<file path="src/rtl/usb_reg_responder.sv">
// ---------------------------------------------------------------------------
// usb_reg_responder
//
// Target end of the parallel USB register bus. Synchronizes the host strobes
// into clk_usb, decodes them into single-cycle register-access pulses, keeps
// the auto-incrementing byte counter for multi-byte bursts, and returns read
// data to the top-level tristate pad.
//
// Ports:
//   clk_usb, reset_n         clock (rising edge), async active-low reset
//   USB_Addr, usb_din        host address / write data (sampled one flop deep)
//   USB_RDn/WRn/CEn/ALEn     active-low host strobes (synchronized)
//   usb_dout, usb_isout      read data to the pad and its output enable
//   reg_address, reg_bytecnt latched register address, byte index in burst
//   reg_addrvalid            set by the first address phase after reset
//   reg_datao, reg_write     write data and its one-cycle strobe
//   reg_read, reg_datai      one-cycle read request, data returned next cycle
//   bus_error                sticky protocol error, cleared by an address phase
//
// pSYNC_STAGES must be 2 or 3.
// ---------------------------------------------------------------------------
module usb_reg_responder #(
    parameter int pBYTECNT_SIZE = 7,
    parameter int pSYNC_STAGES  = 2
) (
    input  logic                     clk_usb,
    input  logic                     reset_n,
    input  logic [7:0]               USB_Addr,
    input  logic                     USB_RDn,
    input  logic                     USB_WRn,
    input  logic                     USB_CEn,
    input  logic                     USB_ALEn,
    input  logic [7:0]               usb_din,
    output logic [7:0]               usb_dout,
    output logic                     usb_isout,
    output logic [7:0]               reg_address,
    output logic [pBYTECNT_SIZE-1:0] reg_bytecnt,
    output logic                     reg_addrvalid,
    output logic [7:0]               reg_datao,
    output logic                     reg_write,
    output logic                     reg_read,
    input  logic [7:0]               reg_datai,
    output logic                     bus_error
);

    typedef enum logic [2:0] {
        IDLE,
        ADDR,
        WRITE,
        RD_REQ,
        RD_DRIVE
    } state_t;

    state_t state, nxt_state;

    // Strobe synchronizers; they reset to 1 so the bus looks idle.
    logic [pSYNC_STAGES-1:0] rdn_sync, wrn_sync, cen_sync, alen_sync;
    logic s_rdn, s_wrn, s_cen, s_alen;
    logic s_rdn_d, s_wrn_d, s_alen_d;
    logic [7:0] addr_q, din_q;

    assign s_rdn  = rdn_sync[pSYNC_STAGES-1];
    assign s_wrn  = wrn_sync[pSYNC_STAGES-1];
    assign s_cen  = cen_sync[pSYNC_STAGES-1];
    assign s_alen = alen_sync[pSYNC_STAGES-1];

    always_ff @(posedge clk_usb or negedge reset_n) begin
        // NOTE: sequential state uses non-blocking assignments so every flop
        // samples the pre-edge values, independent of statement order.
        if (!reset_n) begin
            rdn_sync  <= '1;
            wrn_sync  <= '1;
            cen_sync  <= '1;
            alen_sync <= '1;
            s_rdn_d   <= 1'b1;
            s_wrn_d   <= 1'b1;
            s_alen_d  <= 1'b1;
            addr_q    <= '0;
            din_q     <= '0;
        end else begin
            rdn_sync  <= {rdn_sync[pSYNC_STAGES-2:0],  USB_RDn};
            wrn_sync  <= {wrn_sync[pSYNC_STAGES-2:0],  USB_WRn};
            cen_sync  <= {cen_sync[pSYNC_STAGES-2:0],  USB_CEn};
            alen_sync <= {alen_sync[pSYNC_STAGES-2:0], USB_ALEn};
            s_rdn_d   <= s_rdn;
            s_wrn_d   <= s_wrn;
            s_alen_d  <= s_alen;
            // Address/data need no synchronizer: the host holds them stable
            // around the strobe, so a single sampling flop is enough.
            addr_q    <= USB_Addr;
            din_q     <= usb_din;
        end
    end

    // Falling edges of the synchronized strobes, ignored while deselected.
    logic rd_fall, wr_fall, ale_fall;
    assign rd_fall  = s_rdn_d  & ~s_rdn  & ~s_cen;
    assign wr_fall  = s_wrn_d  & ~s_wrn  & ~s_cen;
    assign ale_fall = s_alen_d & ~s_alen & ~s_cen;

    logic [7:0]               nxt_address, nxt_datao, nxt_dout;
    logic [pBYTECNT_SIZE-1:0] nxt_bytecnt;
    logic                     nxt_addrvalid, nxt_write, nxt_read, nxt_isout, nxt_error;

    always_comb begin
        // NOTE: every output of this block gets a default first, so no path
        // can leave one unassigned and infer a latch.
        nxt_state     = state;
        nxt_address   = reg_address;
        nxt_bytecnt   = reg_bytecnt;
        nxt_addrvalid = reg_addrvalid;
        nxt_datao     = reg_datao;
        nxt_write     = 1'b0;
        nxt_read      = 1'b0;
        nxt_dout      = usb_dout;
        nxt_isout     = usb_isout;
        nxt_error     = bus_error;

        case (state)
            IDLE: begin
                nxt_isout = 1'b0;
                if (ale_fall) begin
                    nxt_state     = ADDR;
                    nxt_address   = addr_q;
                    nxt_bytecnt   = '0;
                    nxt_addrvalid = 1'b1;
                    nxt_error     = 1'b0;
                end else if (wr_fall) begin
                    // Write wins over a simultaneous read, but it is flagged.
                    nxt_state = WRITE;
                    nxt_datao = din_q;
                    if (!s_rdn) nxt_error = 1'b1;
                end else if (rd_fall) begin
                    nxt_state = RD_REQ;
                    nxt_read  = 1'b1;
                end
            end

            ADDR: begin
                if (s_cen || s_alen) nxt_state = IDLE;
                else                 nxt_address = addr_q;
            end

            WRITE: begin
                if (rd_fall || ale_fall) nxt_error = 1'b1;
                if (reg_write) begin
                    // Pulse already issued: count the byte and finish.
                    nxt_bytecnt = reg_bytecnt + pBYTECNT_SIZE'(1);
                    nxt_state   = IDLE;
                end else if (s_cen) begin
                    nxt_state = IDLE;
                end else if (s_wrn) begin
                    nxt_write = 1'b1;
                end else begin
                    nxt_datao = din_q;
                end
            end

            RD_REQ: begin
                if (wr_fall || ale_fall) nxt_error = 1'b1;
                if (s_cen) begin
                    nxt_state = IDLE;
                end else begin
                    nxt_state = RD_DRIVE;
                    nxt_dout  = reg_datai;
                    nxt_isout = 1'b1;
                end
            end

            RD_DRIVE: begin
                if (wr_fall || ale_fall) nxt_error = 1'b1;
                if (s_cen) begin
                    nxt_isout = 1'b0;
                    nxt_state = IDLE;
                end else if (s_rdn) begin
                    nxt_isout   = 1'b0;
                    nxt_bytecnt = reg_bytecnt + pBYTECNT_SIZE'(1);
                    nxt_state   = IDLE;
                end
            end

            default: nxt_state = IDLE;
        endcase
    end

    // All bus-facing outputs are registered; reset drops usb_isout at once.
    always_ff @(posedge clk_usb or negedge reset_n) begin
        if (!reset_n) begin
            state         <= IDLE;
            reg_address   <= '0;
            reg_bytecnt   <= '0;
            reg_addrvalid <= 1'b0;
            reg_datao     <= '0;
            reg_write     <= 1'b0;
            reg_read      <= 1'b0;
            usb_dout      <= '0;
            usb_isout     <= 1'b0;
            bus_error     <= 1'b0;
        end else begin
            state         <= nxt_state;
            reg_address   <= nxt_address;
            reg_bytecnt   <= nxt_bytecnt;
            reg_addrvalid <= nxt_addrvalid;
            reg_datao     <= nxt_datao;
            reg_write     <= nxt_write;
            reg_read      <= nxt_read;
            usb_dout      <= nxt_dout;
            usb_isout     <= nxt_isout;
            bus_error     <= nxt_error;
        end
    end

endmodule

</file>
<file path="config.mk">
export PLATFORM = sky130hd
export DESIGN_NAME = usb_reg_responder
export DESIGN_NICKNAME = d
export VERILOG_FILES = /design/src/rtl/usb_reg_responder.sv
export SDC_FILE = /design/constraint.sdc
export NUM_CORES = 1
export LEC_CHECK = 0
export CAP_MARGIN = 20
export CORE_ASPECT_RATIO = 1.5
export CORE_UTILIZATION = 40
export CTS_CLUSTER_DIAMETER = 100
export DETAILED_ROUTE_END_ITERATION = 8
export PLACE_DENSITY = 0.65
export SKIP_CTS_REPAIR_TIMING = 1
export SLEW_MARGIN = 20
export SYNTH_ARGS = -nofsm -noshare
export SYNTH_HDL_FRONTEND = slang
export SYNTH_SLANG_ARGS = --single-unit
</file>
<file path="constraint.sdc">
create_clock -name clk_usb -period 2.6 [get_ports clk_usb]
set_input_delay 0.52 -clock clk_usb [delete_from_list [all_inputs] [get_ports clk_usb]]
set_output_delay 0.52 -clock clk_usb [all_outputs]
set_load 0.02 [all_outputs]
</file>
Word-level counts from Yosys, hierarchy flattened
Cells that the tools add are included.
{"block": "totals", "inputBits": 30, "word_cells": 113, "output_inout_bits": 36, "regBits": 66}
{"block": "classes", "reduce_logical": 18, "n_bitwise": 10, "n_addsub": 1, "n_mux": 42, "eq_ne": 23}
{"op": "8-bit 2-to-1 mux", "count": 7}
{"op": "8-bit one-hot mux with 2 select lines", "count": 2}
{"op": "7-bit 2-to-1 mux", "count": 4}
{"op": "3-bit 2-to-1 mux", "count": 9}
{"op": "2-bit inequality test (second input constant)", "count": 13}
{"op": "7-bit one-hot mux with 3 select lines", "count": 1}
{"op": "1-bit 2-to-1 mux", "count": 16}
{"op": "3-bit one-hot mux with 5 select lines", "count": 1}
{"op": "3-bit inequality test (second input constant)", "count": 4}
{"op": "5-bit AND reduction", "count": 2}
{"op": "3-bit nonzero test", "count": 3}
{"op": "7-bit by 1-bit adder with 7-bit output (second input constant)", "count": 1}
{"op": "1-bit bitwise AND", "count": 6}
{"op": "3-bit by 2-bit == test with 1-bit output (second input constant)", "count": 2}
{"op": "1-bit one-hot mux with 3 select lines", "count": 2}
{"op": "3-bit AND reduction", "count": 2}
{"op": "6-bit AND reduction", "count": 1}
{"op": "4-bit inequality test (second input constant)", "count": 1}
{"op": "1-bit inverter", "count": 4}
{"op": "2-bit AND reduction", "count": 2}
{"op": "4-bit AND reduction", "count": 1}
{"op": "2-bit nonzero test", "count": 2}
{"op": "3-bit by 1-bit == test with 1-bit output (second input constant)", "count": 1}
{"op": "3-bit == test (second input constant)", "count": 1}
{"op": "other kinds (4)", "count": 6}

Longest topological paths before layout
{"block": "depth", "ltp_word": 7, "ltp_mapped": 6, "ltp_nobuf": 5}

Worst setup path after synthesis
Ideal clock, no wire load.
{"block": "synth_timing", "path_kind": "reg2reg", "startpoint": "reg reg_bytecnt[0]", "endpoint": "reg reg_bytecnt[6]", "setup_ps": 77, "path_slack_ps": 928, "required_time_ps": 2523, "path_buffers": 0, "period_less_slack_ps": 1672, "stages_incl_launch_ff": 6, "t_arrival_ps": 1595, "path_cell_list": "dfrtp_1 ha_1 nand3_1 or3_1 or3_1 a21oi_1"}
{"block": "synth_via", "elab_chain_cells": 4, "word_cells_on_any_way": 5, "cone_classes": "add/sub: 1; mux: 4"}
{"element": "start, declared", "line": "37", "text": "output logic [pBYTECNT_SIZE-1:0] reg_bytecnt,"}
{"element": "start signal, assigned", "line": "202", "text": "reg_bytecnt <= nxt_bytecnt;"}
{"element": "7-bit by 1-bit adder with 7-bit output (*)", "line": "148, 177"}
{"element": "7-bit 2-to-1 mux", "line": "175", "text": "end else if (s_rdn) begin"}
{"element": "7-bit 2-to-1 mux", "line": "172", "text": "if (s_cen) begin"}
{"element": "7-bit one-hot mux with 3 select lines (*)", "line": "119", "text": "case (state)"}
Every way passes the cells marked *; elsewhere a longest branch is shown, timed or not. The select of a mux whose other input is x is not followed.
A chain may end at the register's enable or synchronous reset.

Worst setup path in the final report
{"block": "layout_timing", "startpoint": "reg s_alen_d", "endpoint": "reg reg_datao[6]"}
{"block": "layout_via", "elab_chain_cells": 4}
{"element": "start, declared", "line": "59", "text": "logic s_rdn_d, s_wrn_d, s_alen_d;"}
{"element": "start signal, assigned", "line": "87", "text": "s_alen_d <= s_alen;"}
{"element": "1-bit bitwise AND (2 in series)", "line": "99", "text": "assign ale_fall = s_alen_d & ~s_alen & ~s_cen;"}
{"element": "2-bit inequality test (no line)"}
{"element": "6-bit AND reduction (no line)"}
{"element": "end signal, assigned", "line": "204", "text": "reg_datao <= nxt_datao;"}
{"element": "end, declared", "line": "39", "text": "output logic [7:0] reg_datao,"}
Every way passes these cells.

==> impl_metrics.csv <==
group,metric,value,unit
critical_path,cp-start-kind,"register",
global_routing,grt_pass1_vias,1585,
route,vias,1593,
logic_synthesis,synthCells,177,
logic_synthesis,synth-seq-cells,66,
logic_synthesis,postSynth.topFlopCell,"dfrtp_1",
power_and_ir_drop,ir_drop,0.577,mV
route,wl_per_cell,14.1,um
critical_path,cp_max_fo,8,
critical_path,crit_slowest_cell,"dfstp_2",
layout,area_growth,36.6,%
route,met3_length,169,um
worst_hold_path,min_path_type,"input port to asynchronous set/reset pin",
clock_tree,path_clk_slew,0.07,ns
die,fp.dieW,66.9,um
logic_synthesis,ys_async_sr_fraction,100,%
logic_synthesis,synth-simple-area-share,10.6,%
die,initial_utilization,41.2,%
die,die_y,99.3,um
power_and_ir_drop,internal-power,0.00252,W
logic_synthesis,ys_warn_count,0,
sta,worst_slack,0.647,ns
sta,hold_violations,0,
power_and_ir_drop,power_frac_seq,40.4,%
global_routing,grt_max_degree,37,
global_routing,grt_overflow_total,0,
global_routing,grtUsageTotal,16.0,%
sta,setup_violations,0,
critical_path,crit_type,"register to register",
sta,fmax,512,MHz
layout,nFillCells,531,
sta,timing.slew.headroom,60.7,%
sta,period_needed,1.95,ns
power_and_ir_drop,swShare,30.8,%
logic_synthesis,seq_area_frac_synth,65.9,%
place,place_ws,0.644,ns
clock_tree,cts.sinks,66,
place,dpl.hpwl,3.17,mm
logic_synthesis,muxShareOfSynthArea,12.3,%
power_and_ir_drop,power.switching,0.00112,W
critical_path,crit_chain,"nor3b_4 > nand2b_1 > a22o_1 > mux2_4",
power_and_ir_drop,cellLeakagePower,1.47,nW
layout,n_antenna_cell,0,
die,num_rows,35,
run_status,outcome,"finished clean",
logic_synthesis,synth_compound_area_share,7.48,%
logic_synthesis,syn-cell-area,2530,um^2
layout,drive_gt1_share,20.2,%
route,ant_nets,0,
logic_synthesis,synth_top_family_by_area,"multiplexers",
critical_path,end_kind,"register",
logic_synthesis,synth_cell_types,39,
clock_tree,cts.path.max_buffers,2,
route,dr.pass1.iters,7,
place,place_inst,311,
clock_tree,cts_root_buf,"clkbuf_8",
sta,slew_violations,0,
logic_synthesis,synthTopCellsByArea,"dfrtp_1, dfstp_2, mux2_4",
clock_tree,cts_made_buffers,9,
critical_path,arrival,2.18,ns
sta,rsz0062_at_grt,"no",
global_routing,antenna_found_initial,0,
clock_tree,insertion_delay,0.35,ns
layout,nets,279,
route,drt-total-wl,4.59,mm
layout,mostFrequentLayoutCell,"clkdlybuf4s50_1",
logic_synthesis,synthXorXnorAreaFrac,0.347,%
clock_tree,htreeDepth,3,
route,drc,0,
route,wl_met1,1.94,mm
route,post_drt_via_cell_ratio,4.89,
route,dr.first_iter.drc_count,117,
die,dieArea,6640,um^2
die,ioPinCount,66,
die,core,6130,um^2
logic_synthesis,yosys.area_share.adder,0.495,%
power_and_ir_drop,p_per_area,1060,nW/um^2
place,port_buffers,65,
power_and_ir_drop,clkPwrFrac,25.7,%
logic_synthesis,syn_nets,208,
sta,setup-tns-final,0,ns
global_routing,grt_pass1_wl,7.62,mm
layout,final_cells,326,
critical_path,crit_required,2.83,ns
logic_synthesis,avgSynthCellArea,14.3,um^2
layout,final_cell_mix,"clkdlybuf4s50_1, dfrtp_1, nor2_1",
critical_path,slowest_delay,0.53,ns
sta,tightestPinTransition,0.588,ns
sta,min_period_over_period,75.1,%
flow_run,max_cap_violations,0,
logic_synthesis,synth_top_area_cell,"dfrtp_1",
route,highest_layer,"met4",
sta,fin_skew,0.00900,ns
sta,whs,0.0971,ns
logic_synthesis,netlist.area_leader.share,54.5,%
clock_tree,cts_tree,"done",
route,wl_met2,2.37,mm
logic_synthesis,synth_edf_count,0,
power_and_ir_drop,pwr-share-comb,33.9,%
place,routabilityCongestion,0.771,
## worst max-delay path, delay by kind of cell (launching register included)
kind / cells / cell delay [ns]
AO/OA/AOI/OAI: 1 / 0.47
AND/OR/NAND/NOR: 2 / 0.50
multiplexers: 1 / 0.34
flip-flops: 1 / 0.53
## kinds of logic after synthesis
family,after synthesis
AND/OR/NAND/NOR,45
AO/OA/AOI/OAI,29
XOR/XNOR,1
adder cells (fa/ha/maj),1
multiplexers,25
buffers and inverters,10
flip-flops,66
## cells in the mapped netlist, types with 2 or more instances
| cell type | count |
|---|---|
| a21oi_1 | 4 |
| a31oi_1 | 2 |
| a41oi_1 | 2 |
| buf_2 | 2 |
| buf_6 | 4 |
| dfrtp_1 | 55 |
| dfstp_2 | 11 |
| inv_1 | 3 |
| mux2_1 | 8 |
| mux2_2 | 9 |
| mux2_4 | 8 |
| nand2_1 | 7 |
| nand2b_1 | 3 |
| nand3_1 | 3 |
| nor2_1 | 13 |
| nor2b_1 | 3 |
| nor3b_1 | 4 |
| o21ai_0 | 10 |
| o21ai_1 | 2 |
| o31ai_1 | 2 |
| or3_1 | 4 |
## flip-flops by register name (all words and copies together), names as in the netlist
register / cells
s_wrn_d: 1
alen_sync: 2
reg_read: 1
usb_dout: 8
din_q: 8
reg_address: 8
rdn_sync: 2
cen_sync: 2
state: 3
reg_addrvalid: 1
addr_q: 8
wrn_sync: 2
bus_error: 1
reg_write: 1
s_rdn_d: 1
s_alen_d: 1
usb_isout: 1
reg_bytecnt: 7
reg_datao: 8
## power groups by stage
stage                     clock network, W  logic, W  registers (W)
after floorplan                          0  0.000504        0.00168
after global placement                   0   0.00123        0.00148
after detailed placement                 0   0.00125        0.00149
after CTS                         0.000966   0.00125        0.00147
after global routing               0.00101   0.00132        0.00151
final                             0.000936   0.00124        0.00147
## routing by layer
metal  vias to the layer above  GRT usage (%)
met5                         -              0
met4                         0           8.35
met3                         9           6.19
met2                        32           23.7
met1                       791           20.0
li1                        761              -
## final cells by class
class	instances	area, um^2	share of cell area [%]
Timing Repair Buffer	67	673	19.5
Multi-Input combinational cell	101	791	22.9
Clock inverter	5	78.8	2.29
Clock buffer	10	138	3.99
Sequential cell	66	1670	48.3
Inverter	3	11.3	0.326
Tap cell	74	92.6	2.68
## final timing paths
kind | start | cells past startpoint | slack (ns) | to
worst max register to register | s_alen_d | 4 | 0.65 | reg_datao[6]
worst min register to register | alen_sync[0] | 0 | 0.36 | alen_sync[1]
worst min-delay path | reset_n | 1 | 0.1 | reg_datao[0]
min in group clk_usb | alen_sync[0] | 0 | 0.36 | alen_sync[1]
worst max-delay path | s_alen_d | 4 | 0.65 | reg_datao[6]
max in group asynchronous | reset_n | 2 | 1.91 | alen_sync[0]
## metrics by stage
| stage | util, % | area, um^2 | total power, W |
|---|---|---|---|
| floorplan | - | 2530 | 0.00218 |
| global placement | 52.7 | 3230 | 0.00271 |
| detailed placement | 52.7 | 3230 | 0.00274 |
| CTS | 56.3 | 3450 | 0.00369 |
| global route | 56.3 | 3450 | 0.00384 |
| finish | 56.3 | 3450 | 0.00364 |
(Power assumes the default switching activity.)
